===== src/rtl/cpu_pkg.sv =====
// Shared CPU constants and the multiply control state encoding.
package cpu_pkg;

  localparam int unsigned WORD_W  = 32;
  localparam int unsigned DWORD_W = 64;

  typedef enum logic {
    MUL_IDLE = 1'b0,
    MUL_CALC = 1'b1
  } mul_state_e;

endpackage


===== src/rtl/mul_int.sv =====
// Combinational unsigned 32x32 multiplier used by the EX-stage multiply unit.
// It is timed as a multicycle path, so the operands must be held stable.
module mul_int
  import cpu_pkg::*;
(
  input  logic [WORD_W-1:0]  a,
  input  logic [WORD_W-1:0]  b,
  output logic [DWORD_W-1:0] p
);

  assign p = DWORD_W'(a) * DWORD_W'(b);

endmodule


===== src/rtl/mul_hilo_ctrl.sv =====
// Sequencer around mul_int. It latches the operand magnitudes, waits out the
// settling window, then writes the sign-corrected product into HI/LO.
module mul_hilo_ctrl
  import cpu_pkg::*;
#(
  parameter int unsigned LATENCY = 4
) (
  input  logic              clk,
  input  logic              rst,
  input  logic              start,
  input  logic              is_signed,
  input  logic [WORD_W-1:0] op_a,
  input  logic [WORD_W-1:0] op_b,
  input  logic              mthi,
  input  logic              mtlo,
  input  logic [WORD_W-1:0] hi_wdata,
  input  logic [WORD_W-1:0] lo_wdata,
  output logic              busy,
  output logic              done,
  output logic [WORD_W-1:0] hi,
  output logic [WORD_W-1:0] lo
);

  localparam int unsigned CNT_W = $clog2(LATENCY);

  mul_state_e         state_q, state_d;
  logic [CNT_W-1:0]   cnt_q;
  logic [WORD_W-1:0]  mag_a_q, mag_b_q;
  logic               neg_q;
  logic               done_q;
  logic [WORD_W-1:0]  hi_q, lo_q;
  logic               accept, finish;
  logic [DWORD_W-1:0] prod;
  logic [DWORD_W-1:0] result;

  mul_int u_mul_int (
    .a (mag_a_q),
    .b (mag_b_q),
    .p (prod)
  );

  // Negation wraps modulo 2^64, so a zero product stays zero.
  assign result = neg_q ? (~prod + DWORD_W'(1)) : prod;

  always_ff @(posedge clk) begin
    if (rst) state_q <= MUL_IDLE;
    else     state_q <= state_d;
  end

  always_comb begin
    state_d = state_q;
    accept  = 1'b0;
    finish  = 1'b0;
    unique case (state_q)
      MUL_IDLE: begin
        if (start) begin
          accept  = 1'b1;
          state_d = MUL_CALC;
        end
      end
      MUL_CALC: begin
        if (cnt_q == CNT_W'(1)) begin
          finish  = 1'b1;
          state_d = MUL_IDLE;
        end
      end
    endcase
  end

  always_ff @(posedge clk) begin
    if (rst) begin
      cnt_q   <= '0;
      mag_a_q <= '0;
      mag_b_q <= '0;
      neg_q   <= 1'b0;
      done_q  <= 1'b0;
      hi_q    <= '0;
      lo_q    <= '0;
    end else begin
      done_q <= finish;
      if (accept) begin
        // Two's-complement negate of 0x80000000 is itself, which is the
        // correct unsigned magnitude.
        mag_a_q <= (is_signed && op_a[WORD_W-1]) ? (~op_a + WORD_W'(1)) : op_a;
        mag_b_q <= (is_signed && op_b[WORD_W-1]) ? (~op_b + WORD_W'(1)) : op_b;
        neg_q   <= is_signed & (op_a[WORD_W-1] ^ op_b[WORD_W-1]);
        cnt_q   <= CNT_W'(LATENCY - 1);
      end else if (state_q == MUL_CALC) begin
        cnt_q <= cnt_q - CNT_W'(1);
      end
      if (finish) begin
        {hi_q, lo_q} <= result;
      end else if (state_q == MUL_IDLE) begin
        if (mthi) hi_q <= hi_wdata;
        if (mtlo) lo_q <= lo_wdata;
      end
    end
  end

  assign busy = (state_q == MUL_CALC);
  assign done = done_q;
  assign hi   = hi_q;
  assign lo   = lo_q;

endmodule


===== config.mk =====
export PLATFORM = sky130hd
export DESIGN_NAME = mul_hilo_ctrl
export DESIGN_NICKNAME = d
export VERILOG_FILES = /design/src/rtl/cpu_pkg.sv /design/src/rtl/mul_int.sv /design/src/rtl/mul_hilo_ctrl.sv
export SDC_FILE = /design/constraint.sdc
export NUM_CORES = 2
export LEC_CHECK = 0
export ABC_AREA = 1
export BUFFER_PORTS_ARGS = -buffer_cell sky130_fd_sc_hd__buf_2
export CAP_MARGIN = 20
export CORE_ASPECT_RATIO = 1.75
export CORE_MARGIN = 4
export CORE_UTILIZATION = 28
export CTS_CLUSTER_DIAMETER = 50
export DETAILED_ROUTE_END_ITERATION = 10
export HOLD_SLACK_MARGIN = 0.1
export PLACE_DENSITY = 0.5
export SLEW_MARGIN = 15
export SYNTH_ARGS = -nofsm -noshare
export SYNTH_HDL_FRONTEND = slang
export SYNTH_HIERARCHICAL = 1
export SYNTH_SLANG_ARGS = --single-unit

===== constraint.sdc =====
create_clock -name clk -period 7.35 [get_ports clk]
set_clock_uncertainty 0.15 [all_clocks]
set_input_delay 0.3675 -clock clk [delete_from_list [all_inputs] [get_ports clk]]
set_output_delay 0.3675 -clock clk [all_outputs]
set_load 0.01 [all_outputs]

## Word-level counts from Yosys, hierarchy flattened

Index checks and enable logic that the tools add are counted.

| cells by class | value |
|---|---|
| add/subtract/negate cells | 4 |
| multiplexer cells | 17 |
| bitwise gates (word level) | 6 |
| reduce and logical (&&, ||, !) cells | 7 |
| equal/unequal tests | 2 |
| multipliers | 1 |

Operators by type and width:

| operator | count |
|---|---|
| 32-bit two-way mux | 8 |
| 32-bit by 1-bit adder with 32-bit output, second input constant | 2 |
| 64-bit by 1-bit adder with 64-bit output, second input constant | 1 |
| 32-bit by 32-bit multiplier with 64-bit output | 1 |
| 64-bit two-way mux | 1 |
| 32-bit NOT | 2 |
| 64-bit NOT | 1 |
| 2-bit nonzero test | 3 |
| 1-bit two-way mux | 5 |
| 2-bit two-way mux | 2 |
| 2-bit AND reduction | 2 |
| 2-bit by 1-bit == test with 1-bit output, second input constant | 1 |
| 1-bit logical AND | 2 |
| 2-bit by 1-bit inequality test with 1-bit output, second input constant | 1 |
| 1-bit one-hot mux with 2 select lines | 1 |
| 2-bit by 1-bit subtractor with 2-bit output, second input constant | 1 |
| 1-bit bitwise AND | 1 |
| 1-bit NOT | 1 |
| 1-bit bitwise XOR | 1 |

| storage, ports and cells | value |
|---|---|
| flip-flop bits (word level) | 133 |
| logic and storage cells | 45 |

## Longest topological paths before layout

| depth | value |
|---|---|
| word-level depth | 5 |
| gate-level depth with buffers | 42 |

## Cells and area by module

The synthesis kept the hierarchy.

By module, submodules not included:

| module | cells an instance | area an instance (um^2) | instances | seq. area each (um^2) |
|---|---|---|---|---|
| mul_int | 4959 | 36130.9 | 1 | 0.0 |
| mul_hilo_ctrl | 1565 | 9346.5 | 1 | 2662.6 |

## Worst setup path before layout

No wires, ideal clock.

| timing | value |
|---|---|
| kind | register -> register |
| from | register mag_b_q[8] |
| to | register hi_q[23], in the netlist hi[23] |
| stages on the path, launching flop included | 35 |
| path buffers | 1 |
| slack | 44 ps |
| clock period less this slack | 7306 ps |
| arrival | 7024 ps |
| required time | 7068 ps |
| setup time | 132 ps |
| cell sequence | dfxtp_1 clkbuf_1 nand2_1 fa_1 inv_1 fa_1 inv_1 fa_1 inv_1 fa_1 fa_1 fa_1 fa_1 inv_1 fa_1 inv_1 ha_1 nand2_2 nor2_2 inv_2 nor2_4 inv_1 o21bai_1 nand2_1 nand4_1 nand2_1 nor2_1 nand2_1 or2_2 nor2_1 nand2_1 nand3b_1 nand3_1 nand2_1 a21oi_1 |

| between the ends | value |
|---|---|
| word-level cells in the longest chain between the ends | 5 |

RTL lines:

| what | line | source |
|---|---|---|
| from (decl) | mul_hilo_ctrl.sv:28 | `logic [WORD_W-1:0] mag_a_q, mag_b_q;` |
| from (signal assigned) | mul_hilo_ctrl.sv:85 | `mag_b_q <= (is_signed && op_b[WORD_W-1]) ? (~op_b + WORD_W'(1)) : op_b;` |
| 32-bit by 32-bit multiplier with 64-bit output | mul_int.sv:11 | `assign p = DWORD_W'(a) * DWORD_W'(b);` |
| named net prod[50] | mul_hilo_ctrl.sv:33 | `logic [DWORD_W-1:0] prod;` |
| 64-bit NOT | mul_hilo_ctrl.sv:43 | `assign result = neg_q ? (~prod + DWORD_W'(1)) : prod;` |
| 64-bit by 1-bit adder with 64-bit output | mul_hilo_ctrl.sv:43 |  |
| 64-bit two-way mux | mul_hilo_ctrl.sv:43 |  |
| 32-bit two-way mux | mul_hilo_ctrl.sv:91 | `if (finish) begin` |
| to (signal assigned) | mul_hilo_ctrl.sv:92 | `{hi_q, lo_q} <= result;` |
| to (signal assigned) | mul_hilo_ctrl.sv:94 | `if (mthi) hi_q <= hi_wdata;` |
| to (decl) | mul_hilo_ctrl.sv:31 | `logic [WORD_W-1:0] hi_q, lo_q;` |

The timed path passes the listed nets, and every way through them passes these cells.
A chain may end at the register's enable or synchronous reset.

## Worst setup path in the final report

| timing | value |
|---|---|
| from | register mag_b_q[10] |
| to | register hi_q[19], in the netlist hi[19] |

Same word-level chain as after synthesis.

==> impl_metrics.yaml <==
outcome:
  status: "finished with violations"
  failed_checks: "setup timing"
sta:
  setup_viol: 46
  whs_ns: 0.128
  finalHoldViolCount: 0
  fmax_ghz: 0.126
  period_needed_ns: 7.95
  tightest_slew_ns: 0.951
  setup_ws_ns: -0.604
  slew_headroom: 0.365
  drv_slew: 0
  grt_setup_unrepaired: "true"
  fin_crit_sh: 1.08
finish:
  multi_input_area_um2: 38500
  syn_to_final_growth_pct: 36.6
  fin_util: 0.385
  fin_area_um2: 62100
  nets: 8699
  regArea_um2: 2760
  drive_gt1_frac: 0.258
  n_fill_cell: 16800
grt:
  antenna_found_initial: 3
  grt_pass1_vias: 46500
  grt_pass1_wl_mm: 266
  overflow: 0
  grtUsageTotal: 0.205
  grt_max_degree: 86
die:
  io_pins: 200
  fp-row-count: 195
  die_area_um2: 169000
  die_x_um: 313
  start_util: 0.282
  chipHeight_um: 541
  coreArea_um2: 161000
synth:
  synthTopCellsByArea: "fa_1, nand2_1, inv_1"
  synth-simple-area-share: 0.239
  synth_fa_ha_area_frac: 0.468
  synth_top_area_frac: 0.394
  yosysTopAreaCell: "fa_1"
  synth_mux_area_frac: 0
  synthCells: 6524
  synth-edff-count: 0
  synth_cell_types: 49
  postSynthAreaPerCell_um2: 6.97
  seq_area_frac_synth: 0.0585
  netlist_area_um2: 45500
  dominantRegCellSynth: "dfxtp_1"
  synth-compound-area-share: 0.0395
  synthXorXnorAreaFrac: 0.0195
  synth_top_family_by_area: "adder cells"
  ys_ff_latch: 133
  yosysWarnings: 6
  synthArstFlopShare: 0
  synth_nets: 7821
clock_network:
  cts_buffers: 25
  htree_levels: 4
  clk_pin_slew_worst_paths_ns: 0.07
  cts-root-buf: "clkbuf_16"
  clk_latency_ns: 0.54
  cts_max_path_buffers: 3
  clock-sinks: 133
  cts_tree: "built"
drt:
  drt-pass1-iter-count: 6
  wl_met3_mm: 5.58
  top_layer: "met5"
  post_drt_wl_per_cell_um: 18.5
  drtIter0Drc: 1957
  wl_mm: 177
  drtAntennaViolNets: 0
  post-route-drc-count: 0
  viasPerCell: 4.47
  dr_total_vias: 42800
  wl_met2_mm: 97.6
  wl_met1_mm: 59.2
pwr:
  pwr_density_cell_nw_per_um2: 344
  leakagePower_nw: 34.7
  total_power_w: 0.0213
  peakVddDrop_mv: 0.458
critical_path:
  critPathArrivalTime_ns: 8.17
  crit_top_cell: "nand2_1"
  startpoint_type: "register"
  reg2reg_depth: 40
  path_buf_inv: 10
  slowest_stage: "fa_2"
  cp.depth: 40
  cp.required_ns: 7.57
  crit_fanout: 5
  slowest_delay_ns: 0.59
  crit_path_end_kind: "register"
  path_class: "register to register"
  cpLargestDelayFamily: "adder cells"
place:
  portBuffers: 199
  dp_hpwl_mm: 142
  gp_congestion: 0.904
  place_area_um2: 53900
run:
  maxCapViolations: 0
min_path:
  whs_path_depth: 4
  hp-class: "input pin to register"
cells in the mapped netlist (2+ instances only):
| cell | instances |
|---|---|
| nor2_1 | 391 |
| o221ai_1 | 5 |
| buf_4 | 4 |
| nand3_2 | 11 |
| o31ai_1 | 4 |
| nand4_1 | 35 |
| xor2_1 | 83 |
| nand2_2 | 33 |
| nor2_4 | 18 |
| nand3b_1 | 9 |
| buf_2 | 25 |
| clkbuf_1 | 227 |
| o21ai_1 | 33 |
| o211ai_1 | 16 |
| nand2_1 | 1965 |
| o21ai_0 | 72 |
| a21o_1 | 5 |
| a32o_1 | 3 |
| nor2_2 | 28 |
| ha_1 | 267 |
| o21ai_2 | 3 |
| nor3_1 | 27 |
| dfxtp_1 | 133 |
| clkinv_1 | 5 |
| nand3_1 | 153 |
| a21oi_1 | 162 |
| inv_1 | 1832 |
| o21bai_1 | 15 |
| inv_2 | 23 |
| fa_1 | 896 |
| xnor2_1 | 18 |
| a31oi_1 | 2 |
| nor3_2 | 5 |
worst paths after layout:
path / startpoint / to / slack, ns
min: lo_wdata[24] / lo[24]$_SDFFE_PP0P_ / 0.13
min reg2reg: lo[20]$_SDFFE_PP0P_ / lo[20]$_SDFFE_PP0P_ / 0.31
max reg2reg: mag_b_q[10]$_SDFFE_PP0P_ / hi[19]$_SDFFE_PP0P_ / -0.60
max: mag_b_q[10]$_SDFFE_PP0P_ / hi[19]$_SDFFE_PP0P_ / -0.60
where the power goes:
group	total [W]	internal (W)	switching (W)
clock	0.00110	0.000682	0.000416
combinational	0.0194	0.00856	0.0108
sequential	0.000857	0.000794	0.0000630
total	0.0213	0.0100	0.0113
kinds of logic after synthesis:
kind of cell / Yosys count
compound gates: 326
buf+inv: 2118
fa+ha+maj: 1163
flops: 133
xor+xnor: 101
simple gates: 2683
stage by stage:
stage                     cells  TNS, ns  setup slack (ns)
after floorplan            6524        0            0.0438
after global placement     9256   -39.11             -1.47
after detailed placement   9256   -37.04             -1.41
after CTS                  9495   -23.03            -0.601
after global routing       9576   -32.44            -0.934
final                      9576   -19.29            -0.604
state kept, by name, indices dropped and copies added (netlist names):
signal and cells:
hi 32, lo 32, mag_a_q 32, mag_b_q 32
cnt_q 2, busy 1, done 1, neg_q 1
cell usage in the layout (no fill, tap or decap), drive strengths merged, types with 8 or more instances in the layout:
cell type,synthesis,final
xor2,83,83
o21bai,15,15
nand3b,10,10
nor3,33,33
a21oi,163,163
nand3,164,164
dfxtp,133,133
ha,267,267
nand2,1999,1999
fa,896,896
nand4,35,35
o21ai,108,108
o211ai,16,16
clkinv,5,8
clkbuf,227,39
xnor2,18,18
buf,30,1000
nor2,437,437
inv,1856,1854
dlygate4sd3,0,96
cell type report:
class                   instances  area share
multi-input cells            4273       0.620
repair buffers               1108       0.167
inverters                    1861       0.113
flip-flops and latches        133      0.0444
well taps                    2167      0.0436
clock buffers                  30      0.0110
clock inverters                 3    0.000685
diodes                          1   0.0000403
worst min-delay path, delay by kind of cell:
kind            cells  cell delay (ns)
compound gates      3             0.27
buf+inv             1             0.10
repair_timing:
| action | 4_1_cts | 5_1_grt |
|---|---|---|
| setup buffers | 96 | 72 |
| cloned | 14 | 9 |
| hold buffers | 96 | 0 |
| pin swaps | 221 | 255 |
| gates resized for setup | 550 | 603 |
| hold endpoints to repair | 93 | 0 |
| endpoints found under the setup margin | 52 | 53 |
routing by layer:
layer | GRT usage | vias to the layer above
li1 | - | 20200
met1 | 0.205 | 21100
met2 | 0.409 | 1038
met3 | 0.0160 | 470
met4 | 0.117 | 2
met5 | 0 | -
Power figures use the tool's default switching activity.
